--- src/rtl/spi_bus_bridge_if.sv ---
`default_nettype none
// ============================================================================
// Module   : spi_bus_bridge_if
// Brief    : SPI frame fields and register bus handshake for spi_bus_bridge.
// Revision : 1.0 - initial release
// ============================================================================
interface spi_bus_bridge_if #(
    parameter int ADDR_W = 20,
    parameter int DATA_W = 16
);
    logic              cs_n;
    logic              address_ready;
    logic              data_ready;
    logic [ADDR_W-1:0] addr;
    logic [3:0]        status;
    logic [DATA_W-1:0] wdata;
    logic [DATA_W-1:0] rdata;
    logic              bus_req;
    logic              bus_we;
    logic [ADDR_W-1:0] bus_addr;
    logic [DATA_W-1:0] bus_wdata;
    logic              bus_ack;
    logic [DATA_W-1:0] bus_rdata;
    logic              busy;
    logic              bus_err;

    // Bridge view: consumes frame fields and bus responses.
    modport slave (
        input  cs_n, address_ready, data_ready, addr, status, wdata,
        input  bus_ack, bus_rdata,
        output rdata, bus_req, bus_we, bus_addr, bus_wdata, busy, bus_err
    );

    // Environment view: SPI data path plus register bank.
    modport master (
        output cs_n, address_ready, data_ready, addr, status, wdata,
        output bus_ack, bus_rdata,
        input  rdata, bus_req, bus_we, bus_addr, bus_wdata, busy, bus_err
    );
endinterface
`default_nettype wire

--- src/rtl/spi_bus_bridge.sv ---
`default_nettype none
// ============================================================================
// Module   : spi_bus_bridge
// Brief    : Turns decoded SPI frames into single/burst register bus transfers.
// Revision : 1.0 - initial release
// ============================================================================
module spi_bus_bridge #(
    parameter int ADDR_W  = 20,
    parameter int DATA_W  = 16,
    parameter int TIMEOUT = 255
) (
    input  wire logic         clk,
    input  wire logic         reset_n,
    spi_bus_bridge_if.slave   bif
);
    localparam int              TW       = (TIMEOUT < 2) ? 1 : $clog2(TIMEOUT);
    localparam logic [TW-1:0]   TMO_LAST = TW'(TIMEOUT - 1);

    localparam logic [2:0] S_IDLE      = 3'd0;
    localparam logic [2:0] S_RD        = 3'd1;
    localparam logic [2:0] S_WAIT_WD   = 3'd2;
    localparam logic [2:0] S_WR        = 3'd3;
    localparam logic [2:0] S_WAIT_NEXT = 3'd4;

    logic [2:0]        state, state_nxt;
    logic              cs_meta, cs_sync;
    logic [ADDR_W-1:0] addr_q;
    logic              we_q, burst_q;
    logic [TW-1:0]     tcnt;
    logic [DATA_W-1:0] rdata_q, wdata_q;
    logic              err_q;
    logic              req, busy_w;
    logic              accept, tmo_hit, xfer_done, addr_inc;
    logic              unused_status;

    assign unused_status = bif.status[3] ^ bif.status[0];

    always_ff @(posedge clk or negedge reset_n) begin
        if (!reset_n) begin
            cs_meta <= 1'b1;
            cs_sync <= 1'b1;
        end else begin
            cs_meta <= bif.cs_n;
            cs_sync <= cs_meta;
        end
    end

    assign accept    = (state == S_IDLE) && bif.address_ready && !cs_sync;
    assign tmo_hit   = req && !bif.bus_ack && (tcnt == TMO_LAST);
    assign xfer_done = req && (bif.bus_ack || tmo_hit);
    // Burst writes advance as soon as the previous word lands; burst reads wait for the data path.
    assign addr_inc  = (state == S_WAIT_NEXT) && !cs_sync &&
                       (we_q || (bif.data_ready && burst_q));

    always_ff @(posedge clk or negedge reset_n) begin
        if (!reset_n) state <= S_IDLE;
        else          state <= state_nxt;
    end

    always_comb begin
        state_nxt = state;
        case (state)
            S_IDLE: begin
                if (accept) state_nxt = bif.status[2] ? S_WAIT_WD : S_RD;
            end
            S_RD: begin
                if (xfer_done) state_nxt = cs_sync ? S_IDLE : S_WAIT_NEXT;
            end
            S_WAIT_WD: begin
                if (cs_sync)             state_nxt = S_IDLE;
                else if (bif.data_ready) state_nxt = S_WR;
            end
            S_WR: begin
                if (xfer_done) state_nxt = (cs_sync || !burst_q) ? S_IDLE : S_WAIT_NEXT;
            end
            S_WAIT_NEXT: begin
                if (cs_sync)             state_nxt = S_IDLE;
                else if (we_q)           state_nxt = S_WAIT_WD;
                else if (bif.data_ready) state_nxt = burst_q ? S_RD : S_IDLE;
            end
            default: state_nxt = S_IDLE;
        endcase
    end

    always_comb begin
        req    = 1'b0;
        busy_w = 1'b1;
        case (state)
            S_IDLE:       busy_w = 1'b0;
            S_RD, S_WR:   req    = 1'b1;
            default:      req    = 1'b0;
        endcase
    end

    always_ff @(posedge clk or negedge reset_n) begin
        if (!reset_n) begin
            addr_q  <= '0;
            we_q    <= 1'b0;
            burst_q <= 1'b0;
            tcnt    <= '0;
            rdata_q <= '0;
            wdata_q <= '0;
            err_q   <= 1'b0;
        end else begin
            if (accept) begin
                addr_q  <= bif.addr;
                we_q    <= bif.status[2];
                burst_q <= bif.status[1];
                err_q   <= 1'b0;
            end else if (addr_inc) begin
                addr_q  <= addr_q + 1'b1;
            end

            if (req && !xfer_done) tcnt <= tcnt + 1'b1;
            else                   tcnt <= '0;

            if (tmo_hit) err_q <= 1'b1;

            if (state == S_RD) begin
                if (bif.bus_ack)  rdata_q <= bif.bus_rdata;
                else if (tmo_hit) rdata_q <= '1;
            end

            if ((state == S_WAIT_WD) && bif.data_ready && !cs_sync)
                wdata_q <= bif.wdata;
        end
    end

    assign bif.rdata     = rdata_q;
    assign bif.bus_req   = req;
    assign bif.bus_we    = we_q;
    assign bif.bus_addr  = addr_q;
    assign bif.bus_wdata = wdata_q;
    assign bif.busy      = busy_w;
    assign bif.bus_err   = err_q;
endmodule
`default_nettype wire

--- src/flat_wrapper.sv ---
// flat-port wrapper written by rule: the top's interface ports become plain ports
module spi_bus_bridge_flat 
#(
    parameter int ADDR_W  = 20,
    parameter int DATA_W  = 16,
    parameter int TIMEOUT = 255
)
  (clk, reset_n, bif_cs_n, bif_address_ready, bif_data_ready, bif_addr, bif_status, bif_wdata, bif_bus_ack, bif_bus_rdata, bif_rdata, bif_bus_req, bif_bus_we, bif_bus_addr, bif_bus_wdata, bif_busy, bif_bus_err);
  spi_bus_bridge_if #(.ADDR_W(ADDR_W), .DATA_W(DATA_W)) bif_i ();
  input  wire logic clk;
  input  wire logic reset_n;
  input wire logic [$bits(bif_i.cs_n)-1:0] bif_cs_n;
  input wire logic [$bits(bif_i.address_ready)-1:0] bif_address_ready;
  input wire logic [$bits(bif_i.data_ready)-1:0] bif_data_ready;
  input wire logic [$bits(bif_i.addr)-1:0] bif_addr;
  input wire logic [$bits(bif_i.status)-1:0] bif_status;
  input wire logic [$bits(bif_i.wdata)-1:0] bif_wdata;
  input wire logic [$bits(bif_i.bus_ack)-1:0] bif_bus_ack;
  input wire logic [$bits(bif_i.bus_rdata)-1:0] bif_bus_rdata;
  output wire logic [$bits(bif_i.rdata)-1:0] bif_rdata;
  output wire logic [$bits(bif_i.bus_req)-1:0] bif_bus_req;
  output wire logic [$bits(bif_i.bus_we)-1:0] bif_bus_we;
  output wire logic [$bits(bif_i.bus_addr)-1:0] bif_bus_addr;
  output wire logic [$bits(bif_i.bus_wdata)-1:0] bif_bus_wdata;
  output wire logic [$bits(bif_i.busy)-1:0] bif_busy;
  output wire logic [$bits(bif_i.bus_err)-1:0] bif_bus_err;
  assign bif_i.cs_n = bif_cs_n;
  assign bif_i.address_ready = bif_address_ready;
  assign bif_i.data_ready = bif_data_ready;
  assign bif_i.addr = bif_addr;
  assign bif_i.status = bif_status;
  assign bif_i.wdata = bif_wdata;
  assign bif_i.bus_ack = bif_bus_ack;
  assign bif_i.bus_rdata = bif_bus_rdata;
  assign bif_rdata = bif_i.rdata;
  assign bif_bus_req = bif_i.bus_req;
  assign bif_bus_we = bif_i.bus_we;
  assign bif_bus_addr = bif_i.bus_addr;
  assign bif_bus_wdata = bif_i.bus_wdata;
  assign bif_busy = bif_i.busy;
  assign bif_bus_err = bif_i.bus_err;
  spi_bus_bridge #(.ADDR_W(ADDR_W), .DATA_W(DATA_W), .TIMEOUT(TIMEOUT)) u_core (.clk(clk), .reset_n(reset_n), .bif(bif_i));
endmodule
--- config.mk ---
export PLATFORM = sky130hd
export DESIGN_NAME = spi_bus_bridge_flat
export DESIGN_NICKNAME = d
export VERILOG_FILES = /design/src/rtl/spi_bus_bridge_if.sv /design/src/rtl/spi_bus_bridge.sv /design/src/flat_wrapper.sv
export SDC_FILE = /design/constraint.sdc
export NUM_CORES = 1
export LEC_CHECK = 0
export BUFFER_PORTS_ARGS = -buffer_cell sky130_fd_sc_hd__buf_2
export CAP_MARGIN = 10
export CORE_ASPECT_RATIO = 0.75
export CORE_MARGIN = 1.5
export CORE_UTILIZATION = 45
export DETAILED_ROUTE_END_ITERATION = 10
export PLACE_DENSITY = 0.74
export SYNTH_ARGS = -nofsm -noshare
export SYNTH_HDL_FRONTEND = slang
export SYNTH_SLANG_ARGS = --single-unit
--- constraint.sdc ---
create_clock -name clk -period 2.5 [get_ports clk]
set_clock_uncertainty 0.1 [all_clocks]
set_input_delay 0.5 -clock clk [delete_from_list [all_inputs] [get_ports clk]]
set_output_delay 0.5 -clock clk [all_outputs]
set_load 0.01 [all_outputs]
Word level (Yosys, flattened, before mapping)
Cells that the tools add are included.

$add $sub $neg: 2. Eq/ne operators: 10. Muxes and demuxes: 22. Reductions and logical operators: 25.

Operator list (count): $mux W20 (2); $mux W16 (2); $mux W3 (10); $add A20 B1 Y20 const B (1); $pmux W3 S5 (1); $logic_and A1 B1 Y1 (11); $add A8 B1 Y8 const B (1); $eq A8 B8 Y1 const B (1); $mux W8 (1); $eq A3 B2 Y1 const B (2); $ne A2 B1 Y1 const B (3); $reduce_bool A2 Y1 (3); $mux W1 (5); $reduce_and A5 Y1 (1); $logic_not A1 Y1 (4); $ne A4 B2 Y1 const B (1); $eq A3 B1 Y1 const B (1); $eq A3 B3 Y1 const B (1); $logic_not A3 Y1 (1); $logic_or A1 B1 Y1 (3); $ne A3 B2 Y1 const B (1); $mux W2 (1); $reduce_and A2 Y1 (1); $reduce_or A2 Y1 (1).

Register bits: 68. Word-level logic and storage cells: 69.

Depth between registers and ports, before layout
Gate-level depths: netlist of run 1.

Depth after elaboration: 10. Depth in mapped cells: 7.

Worst setup path before layout of run 1
No wires, ideal clock.

Path kind: register -> register. Start: reg u_core.state[0]. End: reg u_core.addr_q[13] (netlist: u_core.bif.bus_addr[13]). Setup time: 82 ps. Data arrival time: 2314 ps. Required time: 2318 ps. Setup slack: 4 ps. Stages on the path, launching flop included: 8. Path through: dfrtp_1 -> buf_6 -> or4b_4 -> buf_6 -> or4_1 -> buf_2 -> or4_1 -> a31oi_1.

Longest elaborated chain between the ends: 4. Elaborated cells between the ends (all ways): 8. Those cells by class: eq/ne: 1; mux: 1; reduce/logical: 6.

Ends and longest elaborated chain: start: declaration (RTL line spi_bus_bridge.sv:25) `logic [2:0] state, state_nxt;`; start signal: assignment (RTL line spi_bus_bridge.sv:57) `else state <= state_nxt;`; $eq A3 B3 Y1 or $logic_not A3 Y1 (tied branches) (RTL line spi_bus_bridge.sv:52, spi_bus_bridge.sv:48); $logic_and A1 B1 Y1 (on tied branches) (2 in series) (RTL line spi_bus_bridge.sv:52, spi_bus_bridge.sv:48); $reduce_bool A2 Y1 (no line) or $mux W20 (tied branches); end signal: assignment (RTL line spi_bus_bridge.sv:106) `addr_q <= bif.addr;`; end signal: assignment (RTL line spi_bus_bridge.sv:111) `addr_q <= addr_q + 1'b1;`; end: declaration (RTL line spi_bus_bridge.sv:27) `logic [ADDR_W-1:0] addr_q;`.

Parallel ways exist; a longest one is shown, timed or not. A chain may end at the register's enable or synchronous reset.

Final worst setup path of run 1
Start: reg u_core.state[1]. End: reg u_core.addr_q[17] (netlist: u_core.bif.bus_addr[17]).

The elaborated chain is that of the path after synthesis.

==> results.sh, run 1 <==
export IMPL_grt_max_degree=69
export IMPL_critical_path_startpoint_type="register"
export IMPL_cts_clk_slew_worst_paths_ns=0.07
export IMPL_ys_seq_elements=68
export IMPL_numPortBuffers=115
export IMPL_pwr_share_comb_pct=38.0
export IMPL_worstMarginPinSlew_ns=0.736
export IMPL_synth_compound_area_share_pct=8.61
export IMPL_overflow=0
export IMPL_syn_nets=378
export IMPL_postSynth_asyncResetShare_pct=100
export IMPL_htree_levels=3
export IMPL_p_seq_share_pct=39.3
export IMPL_dp_hpwl_mm=5.59
export IMPL_post_cts_buffers=0
export IMPL_postRouteAntennaNets=0
export IMPL_core_rowCount=26
export IMPL_hp_class="input pin to asynchronous set/reset pin"
export IMPL_die_w_um=103
export IMPL_grt_pass1_wl_mm=13.1
export IMPL_sw_frac_of_total_pct=36.5
export IMPL_dp_cells=524
export IMPL_via_per_inst=5.31
export IMPL_required_ns=2.67
export IMPL_ir_worst_vdd_mv=0.649
export IMPL_switchingPower_mw=1.80
export IMPL_ys_types=45
export IMPL_numCtsBuffers=9
export IMPL_drtIter0Drc=161
export IMPL_track_usage_pct=21.1
export IMPL_cts_sinks=68
export IMPL_status="completed"
export IMPL_finalCritPeriodShare_pct=97.8
export IMPL_synth_adder_area_share_pct=1.12
export IMPL_synth_edff_count=0
export IMPL_clk_path_buf_depth=2
export IMPL_syn_area_sq_mm=0.00334
export IMPL_postLayoutCellArea_sq_mm=0.00434
export IMPL_ys_flop_type="dfrtp_1"
export IMPL_hold_viol_final=0
export IMPL_worstPathArrival_ns=2.62
export IMPL_relSlewSlack_pct=50.5
export IMPL_p_leak_nw=1.94
export IMPL_grt_pass1_vias=2822
export IMPL_critPathMaxFanout=4
export IMPL_end_kind="register"
export IMPL_yosysSeqAreaShare_pct=51.0
export IMPL_p_int_mw=3.14
export IMPL_area_growth_pct=29.8
export IMPL_n_fill_cell=586
export IMPL_drt_wirelength_per_cell_um=14.4
export IMPL_tns_ns=0
export IMPL_grt_antenna_before_repair=0
export IMPL_core_sq_mm=0.00699
export IMPL_num_vias=2868
export IMPL_wl_mm=7.77
export IMPL_start_util_pct=47.8
export IMPL_layout_drive_gt1_share_pct=42.5
export IMPL_power_density_mw_per_mm2=1140
export IMPL_drc=0
export IMPL_synth_simple_gate_area_share_pct=20.7
export IMPL_die_area_sq_mm=0.00796
export IMPL_maxSlewViolCount=0
export IMPL_dr_pass1_iters=4
export IMPL_final_nets=502
export IMPL_num_antenna_cells=0
export IMPL_max_freq_mhz=409
export IMPL_stdcell_count=540
export IMPL_p_clk_share_pct=22.6
export IMPL_die_y_um=77.6
export IMPL_yosys_warnings=0
export IMPL_setup_violations_final=0
export IMPL_synth_top_family_by_area="simple AND/OR/NAND/NOR gates"
export IMPL_place_area_sq_mm=0.00409
export IMPL_num_io_pins=118
export IMPL_cap_violations=0
export IMPL_path_class="register to register"
export IMPL_place_gp_congestion=0.820
export IMPL_cts_tree="yes"
export IMPL_synth_xor_area_share_pct=3.14
export IMPL_synth_area_mux_share_pct=12.4
export IMPL_period_needed_ns=2.44
export IMPL_clock_latency_ns=0.35
export IMPL_synthCells=313
export IMPL_synth_area_per_cell_sq_um=10.7
export IMPL_cts_root_buf="clkbuf_8"
-- metal layers --
metal / wire [um] / vias up / global-route usage, %
met5: 0 / - / 0
li1: - / 1397 / -
met3: 718 / 9 / 7.75
met2: 3360 / 117 / 32.5
met1: 3620 / 1345 / 28.2
met4: 75 / 0 / 5.89
-- critical path, cell delays in order (launching register included) --
cell	delay (ns)
dfrtp_1	0.38
or4b_4	0.57
nor4_1	0.49
or4b_2	0.64
a31oi_1	0.19
-- final timing paths --
kind / start / to / slack (ns) / cells past startpoint
worst max register to register: u_core.state[1] / u_core.bif.bus_addr[17] / 0.06 / 4
worst min-delay path: reset_n / u_core.bif.bus_addr[16] / 0.06 / 2
min in group clk: bif_cs_n / u_core.cs_meta / 0.15 / 1
max in group asynchronous: reset_n / u_core.cs_sync / 1.90 / 2
worst min register to register: u_core.cs_meta / u_core.cs_sync / 0.27 / 0
worst max-delay path: u_core.state[1] / u_core.bif.bus_addr[17] / 0.06 / 4
-- flip-flops by register name, summed over array words and instances, names as in the netlist --
signal                flops
u_core.state              3
u_core.bif.bus_we         1
u_core.bif.rdata         16
u_core.burst_q            1
u_core.cs_meta            1
u_core.bif.bus_addr      20
u_core.cs_sync            1
u_core.tcnt               8
u_core.bif.bus_err        1
u_core.bif.bus_wdata     16
-- cell type report --
cell class	instances	area (sq um)	share of cell area, %
flip-flops and latches	68	1700	39.3
multi-input cells	223	1550	35.7
repair buffers	129	693	16.0
clock buffers	10	138	3.17
well taps	98	123	2.83
clock inverters	6	111	2.57
inverters	6	22.5	0.519
-- power groups by stage --
stage / logic (mW) / clock network (mW) / registers, mW
2_1_floorplan: 0.947 / 0 / 2.08
3_3_place_gp: 1.83 / 0 / 1.92
3_5_place_dp: 1.88 / 0 / 1.94
4_1_cts: 1.89 / 1.14 / 1.94
5_1_grt: 2.08 / 1.20 / 2.02
6_report: 1.88 / 1.12 / 1.94
-- timing repair --
action	4_1_cts	5_1_grt
resized for setup	0	1
hold buffers	0	0
setup endpoints to repair	0	1
-- logic make-up after synthesis --
kind of cell / count (synthesis)
simple gates: 124
fa+ha+maj: 3
buf+inv: 22
flops: 68
xor+xnor: 12
mux: 37
compound gates: 47
-- synth_stat cells (2+ instances only) --
cell      number  share of area (%)
a21o_1         2               0.45
a21oi_1       13                1.9
a31o_2         2               0.52
a31oi_1       12                2.2
and3_1         7                1.3
and4_1         3               0.79
buf_1          2               0.22
buf_6          2               0.67
clkbuf_1      10                1.1
dfrtp_1       66                 49
dfstp_2        2                1.6
ha_1           3                1.1
inv_1          6               0.67
mux2_2        35                 12
mux2i_1        2               0.60
nand2_1        8               0.90
nand2b_1      17                3.2
nand3_1       12                1.8
nand4_1       13                2.4
nand4b_1       3               0.79
nor2_1        33                3.7
nor3_1         6               0.90
nor4_1         2               0.37
o211ai_1       3               0.67
o21ai_0       10                1.5
o31ai_1        2               0.45
or3_1          7                1.3
or4_1          3               0.67
xnor2_1        4                1.0
xor2_1         8                2.1
-- metrics by stage --
stage          setup WS, ns  hold slack, ns  util, %  power [mW]
4_1_cts              0.0311          0.0751     62.0        4.96
6_report             0.0558          0.0567     62.0        4.94
5_1_grt           -0.000693          0.0738     62.0        5.30
2_1_floorplan       0.00436           0.104        -        3.03
3_5_place_dp         0.0893           0.251     58.4        3.82
3_3_place_gp          0.177           0.260     58.4        3.75
-- cells in the final DEF (no fill, tap or decap), drive strengths merged, types with 8 or more instances in the layout --
| cell type | Yosys | routed |
|---|---|---|
| dfrtp | 66 | 66 |
| buf | 5 | 129 |
| xor2 | 8 | 8 |
| a21oi | 13 | 13 |
| clkbuf | 11 | 10 |
| nand3 | 12 | 12 |
| mux2 | 35 | 35 |
| nand2b | 17 | 17 |
| nor2 | 33 | 33 |
| nand4 | 13 | 13 |
| o21ai | 10 | 10 |
| a31oi | 12 | 12 |
| nand2 | 8 | 8 |
No activity file was read; power rests on OpenSTA's default activity.
==> run 2: changes to the inputs <==
--- a/config.mk
+++ b/config.mk
@@ -11,6 +11,7 @@
 export CORE_MARGIN = 1.5
 export CORE_UTILIZATION = 45
 export DETAILED_ROUTE_END_ITERATION = 10
+export HOLD_SLACK_MARGIN = 0.12
 export PLACE_DENSITY = 0.74
 export SYNTH_ARGS = -nofsm -noshare
 export SYNTH_HDL_FRONTEND = slang
==> results.sh, run 2 (synthesized netlist as in run 1, its figures left out) <==
export IMPL_place_ws_ns=0.0893
export IMPL_die_w_um=103
export IMPL_overflow=0
export IMPL_highest_layer="met4"
export IMPL_postRouteAntennaNets=0
export IMPL_total_power_mw=4.94
export IMPL_cts_clk_slew_worst_paths_ns=0.07
export IMPL_grt_pass1_vias=2822
export IMPL_dp_cells=524
export IMPL_htree_levels=3
export IMPL_maxSlewViolCount=0
export IMPL_hold_viol_final=0
export IMPL_critical_path_startpoint_type="register"
export IMPL_power_density_mw_per_mm2=1140
export IMPL_critPathMaxFanout=4
export IMPL_area_growth_pct=30.1
export IMPL_clk_path_buf_depth=2
export IMPL_place_area_sq_mm=0.00409
export IMPL_grt_antenna_before_repair=0
export IMPL_start_util_pct=47.8
export IMPL_cts_tree="yes"
export IMPL_track_usage_pct=21.1
export IMPL_required_ns=2.67
export IMPL_relSlewSlack_pct=49.1
export IMPL_cap_violations=0
export IMPL_cts_sinks=68
export IMPL_route_met3_wl_um=721
export IMPL_core_rowCount=26
export IMPL_post_cts_buffers=0
export IMPL_core_sq_mm=0.00699
export IMPL_dr_pass1_iters=4
export IMPL_end_kind="register"
export IMPL_postLayoutCellArea_sq_mm=0.00435
export IMPL_num_io_pins=118
export IMPL_grt_max_degree=69
export IMPL_met1_length_mm=3.62
export IMPL_worst_hold_slack_ns=0.151
export IMPL_hp_class="input pin to register"
export IMPL_via_per_inst=5.26
export IMPL_grt_pass1_wl_mm=13.1
export IMPL_die_area_sq_mm=0.00796
export IMPL_worstMarginPinSlew_ns=0.758
export IMPL_cts_root_buf="clkbuf_8"
export IMPL_max_freq_mhz=409
export IMPL_num_vias=2848
export IMPL_finalCritPeriodShare_pct=97.8
export IMPL_p_leak_nw=1.94
export IMPL_numPortBuffers=115
export IMPL_clock_latency_ns=0.35
export IMPL_stdcell_count=541
export IMPL_final_nets=503
export IMPL_setup_violations_final=0
export IMPL_ir_worst_vdd_mv=0.649
export IMPL_final_setup_worst_slack_ns=0.0551
export IMPL_die_y_um=77.6
export IMPL_tns_ns=0
export IMPL_drt_wirelength_per_cell_um=14.4
export IMPL_drc=0
export IMPL_numCtsBuffers=9
export IMPL_utilization_pct=62.2
export IMPL_period_needed_ns=2.44
export IMPL_largest_register_ffs=20
export IMPL_layout_drive_gt1_share_pct=42.4
export IMPL_drtIter0Drc=171
export IMPL_final_common_cell="buf_2"
export IMPL_status="completed"
export IMPL_dp_hpwl_mm=5.59
export IMPL_met2_wirelength_mm=3.37
export IMPL_path_class="register to register"
export IMPL_wl_mm=7.78
export IMPL_final_cell_mix="buf_2, dfrtp_1, mux2_2"
export IMPL_worstPathArrival_ns=2.62
export IMPL_place_gp_congestion=0.820
export IMPL_num_antenna_cells=0
run 2: final cells by class:
class	count	area [sq um]
clock buffers	10	138
clock inverters	6	111
fillers	585	2650
inverters	6	22.5
multi-input cells	223	1550
flip-flops and latches	68	1700
well taps	98	123
repair buffers	130	703
run 2: critical path, cell delays in order, from the launching register on:
cell     delay (ns)
dfrtp_1        0.38
or4b_4         0.57
nor4_1         0.49
or4b_2         0.64
a31oi_1        0.19
run 2: worst paths after layout:
kind / startpoint / endpoint / slack, ns / cells past startpoint
setup / recovery: u_core.state[1] / u_core.bif.bus_addr[17] / 0.06 / 4
hold / removal: bif_cs_n / u_core.cs_meta / 0.15 / 1
setup reg to reg: u_core.state[1] / u_core.bif.bus_addr[17] / 0.06 / 4
hold reg to reg: u_core.cs_meta / u_core.cs_sync / 0.27 / 0
max in group asynchronous: reset_n / u_core.cs_sync / 1.37 / 3
min in group asynchronous: reset_n / u_core.bif.bus_addr[14] / 0.59 / 3
run 2: timing repair:
item,CTS,global route
setup endpoints to repair,0,1
resized for setup,0,1
hold endpoints to repair,66,0
hold buffers,1,0
run 2: metal layers:
layer / vias to the layer above / global-route usage, %
met2: 117 / 32.5
met4: 0 / 5.89
met5: - / 0
li1: 1396 / -
met3: 9 / 7.75
met1: 1326 / 28.2
run 2: report_power, final:
part	internal (mW)	switching, mW	leakage, nW	total (mW)
logic	0.904	0.974	1.03	1.88
registers	1.54	0.399	0.788	1.94
clock network	0.689	0.427	0.122	1.12
==> run 3: changes to the inputs <==
--- a/config.mk
+++ b/config.mk
@@ -7,12 +7,12 @@
 export LEC_CHECK = 0
 export BUFFER_PORTS_ARGS = -buffer_cell sky130_fd_sc_hd__buf_2
 export CAP_MARGIN = 10
-export CORE_ASPECT_RATIO = 0.75
+export CORE_ASPECT_RATIO = 1.25
 export CORE_MARGIN = 1.5
-export CORE_UTILIZATION = 45
+export CORE_UTILIZATION = 50
 export DETAILED_ROUTE_END_ITERATION = 10
 export HOLD_SLACK_MARGIN = 0.12
-export PLACE_DENSITY = 0.74
+export PLACE_DENSITY = 0.78
 export SYNTH_ARGS = -nofsm -noshare
 export SYNTH_HDL_FRONTEND = slang
 export SYNTH_SLANG_ARGS = --single-unit
==> constraint.sdc (replaced) <==
create_clock -name clk -period 2.3 [get_ports clk]
set_clock_uncertainty 0.1 [all_clocks]
set_input_delay 0.46 -clock clk [delete_from_list [all_inputs] [get_ports clk]]
set_output_delay 0.46 -clock clk [all_outputs]
set_load 0.01 [all_outputs]
==> results.sh, run 3 (synthesized netlist as in run 1, its figures left out) <==
export IMPL_cts_tree="yes"
export IMPL_route_met3_wl_um=337
export IMPL_sw_frac_of_total_pct=37.1
export IMPL_power_density_mw_per_mm2=1190
export IMPL_utilization_pct=66.4
export IMPL_cts_root_buf="clkbuf_8"
export IMPL_end_kind="register"
export IMPL_track_usage_pct=21.9
export IMPL_met2_wirelength_mm=4.00
export IMPL_core_rowCount=33
export IMPL_dr_pass1_iters=4
export IMPL_drc=0
export IMPL_p_int_mw=3.24
export IMPL_dp_cells=517
export IMPL_place_ws_ns=0.0107
export IMPL_core_sq_mm=0.00652
export IMPL_relSlewSlack_pct=63.5
export IMPL_die_area_sq_mm=0.00719
export IMPL_critical_path_startpoint_type="register"
export IMPL_n_fill_cell=547
export IMPL_numCtsBuffers=9
export IMPL_numPortBuffers=115
export IMPL_num_antenna_cells=0
export IMPL_critPathMaxFanout=3
export IMPL_cap_violations=0
export IMPL_worstMarginPinSlew_ns=0.547
export IMPL_min_from="bif_wdata[10]"
export IMPL_overflow=0
export IMPL_largest_register_ffs=20
export IMPL_p_seq_share_pct=40.7
export IMPL_finalCritPeriodShare_pct=98.0
export IMPL_post_cts_buffers=0
export IMPL_num_io_pins=118
export IMPL_final_cell_mix="buf_2, dfrtp_1, mux2_2"
export IMPL_layout_drive_gt1_share_pct=42.4
export IMPL_met1_length_mm=3.27
export IMPL_place_gp_congestion=0.882
export IMPL_ir_worst_vdd_mv=0.814
export IMPL_status="completed"
export IMPL_switchingPower_mw=1.92
export IMPL_final_nets=508
export IMPL_crit_start="u_core.state[1]"
export IMPL_clk_path_buf_depth=2
export IMPL_maxSlewViolCount=0
export IMPL_clock_latency_ns=0.33
export IMPL_final_setup_worst_slack_ns=0.0451
export IMPL_reg2reg_from="u_core.state[1]"
export IMPL_htree_levels=3
export IMPL_num_vias=2920
export IMPL_die_w_um=76.1
export IMPL_rsz0062_at_grt="false"
export IMPL_max_freq_mhz=443
export IMPL_wl_mm=7.73
export IMPL_area_growth_pct=29.7
export IMPL_path_class="register to register"
export IMPL_postRouteAntennaNets=0
export IMPL_p_clk_share_pct=19.0
export IMPL_drt_wirelength_per_cell_um=14.4
export IMPL_hold_viol_final=0
export IMPL_cts_clk_slew_worst_paths_ns=0.07
export IMPL_via_per_inst=5.46
export IMPL_grt_pass1_vias=2765
export IMPL_drtIter0Drc=124
export IMPL_p_leak_nw=1.95
export IMPL_grt_antenna_before_repair=0
export IMPL_grt_pass1_wl_mm=12.5
export IMPL_cts_sinks=68
export IMPL_worstPathArrival_ns=2.41
export IMPL_start_util_pct=51.2
export IMPL_stdcell_count=535
export IMPL_grt_max_degree=48
export IMPL_period_needed_ns=2.25
export IMPL_setup_violations_final=0
export IMPL_tns_ns=0
export IMPL_hp_class="input pin to register"
export IMPL_highest_layer="met4"
export IMPL_required_ns=2.46
export IMPL_pwr_share_comb_pct=40.3
export IMPL_dp_hpwl_mm=5.67
export IMPL_die_y_um=94.4
export IMPL_final_common_cell="buf_2"
-- run 3: layout make-up --
class	instances	area (sq um)	area share, %
sequential	68	1700	39.3
clock inverter	2	35.0	0.809
tap	87	109	2.51
inverter	6	22.5	0.520
multi-input combinational	223	1550	35.8
timing repair buffer	135	747	17.2
clock buffer	14	163	3.75
-- run 3: worst paths after layout --
check | endpoint | slack [ns] | cells past startpoint
max reg2reg | u_core.bif.bus_addr[17] | 0.05 | 4
min in group asynchronous | u_core.bif.rdata[13] | 0.54 | 2
min | u_core.bif.bus_wdata[10] | 0.25 | 2
min reg2reg | u_core.cs_sync | 0.26 | 0
max | u_core.bif.bus_addr[17] | 0.05 | 4
max in group asynchronous | u_core.cs_sync | 0.86 | 3
-- run 3: routing by layer --
layer / track usage, % / up-vias
li1: - / 1399
met4: 10.2 / 0
met1: 26.0 / 1422
met5: 0 / -
met3: 3.86 / 9
met2: 39.1 / 90
-- run 3: critical path: stages, from the launching register on --
cell and delay [ns]:
dfrtp_1 0.39, or4b_4 0.57, nor4_2 0.34, or4b_2 0.62, a31oi_1 0.17
-- run 3: timing repair --
action / in CTS / in global routing
hold endpoints to repair: 22 / 0
gates resized for setup: 1 / 1
endpoints found under the setup margin: 1 / 1
pin swaps: 0 / 1
hold buffers: 2 / 0
-- run 3: power groups by stage --
stage / sequential (mW) / clock [mW] / combinational, mW
4_1_cts: 2.09 / 1.00 / 2.10
2_1_floorplan: 2.26 / 0 / 1.04
5_1_grt: 2.17 / 1.05 / 2.29
6_report: 2.10 / 0.979 / 2.08
3_3_place_gp: 2.07 / 0 / 2.02
3_5_place_dp: 2.11 / 0 / 2.08
-- run 3: metrics by stage --
stage	power (mW)	area, sq um	hold WS [ns]
2_1_floorplan	3.30	3360	0.0644
3_5_place_dp	4.19	4110	0.252
5_1_grt	5.51	4330	0.249
3_3_place_gp	4.10	4110	0.248
6_report	5.16	4330	0.254
4_1_cts	5.18	4330	0.242
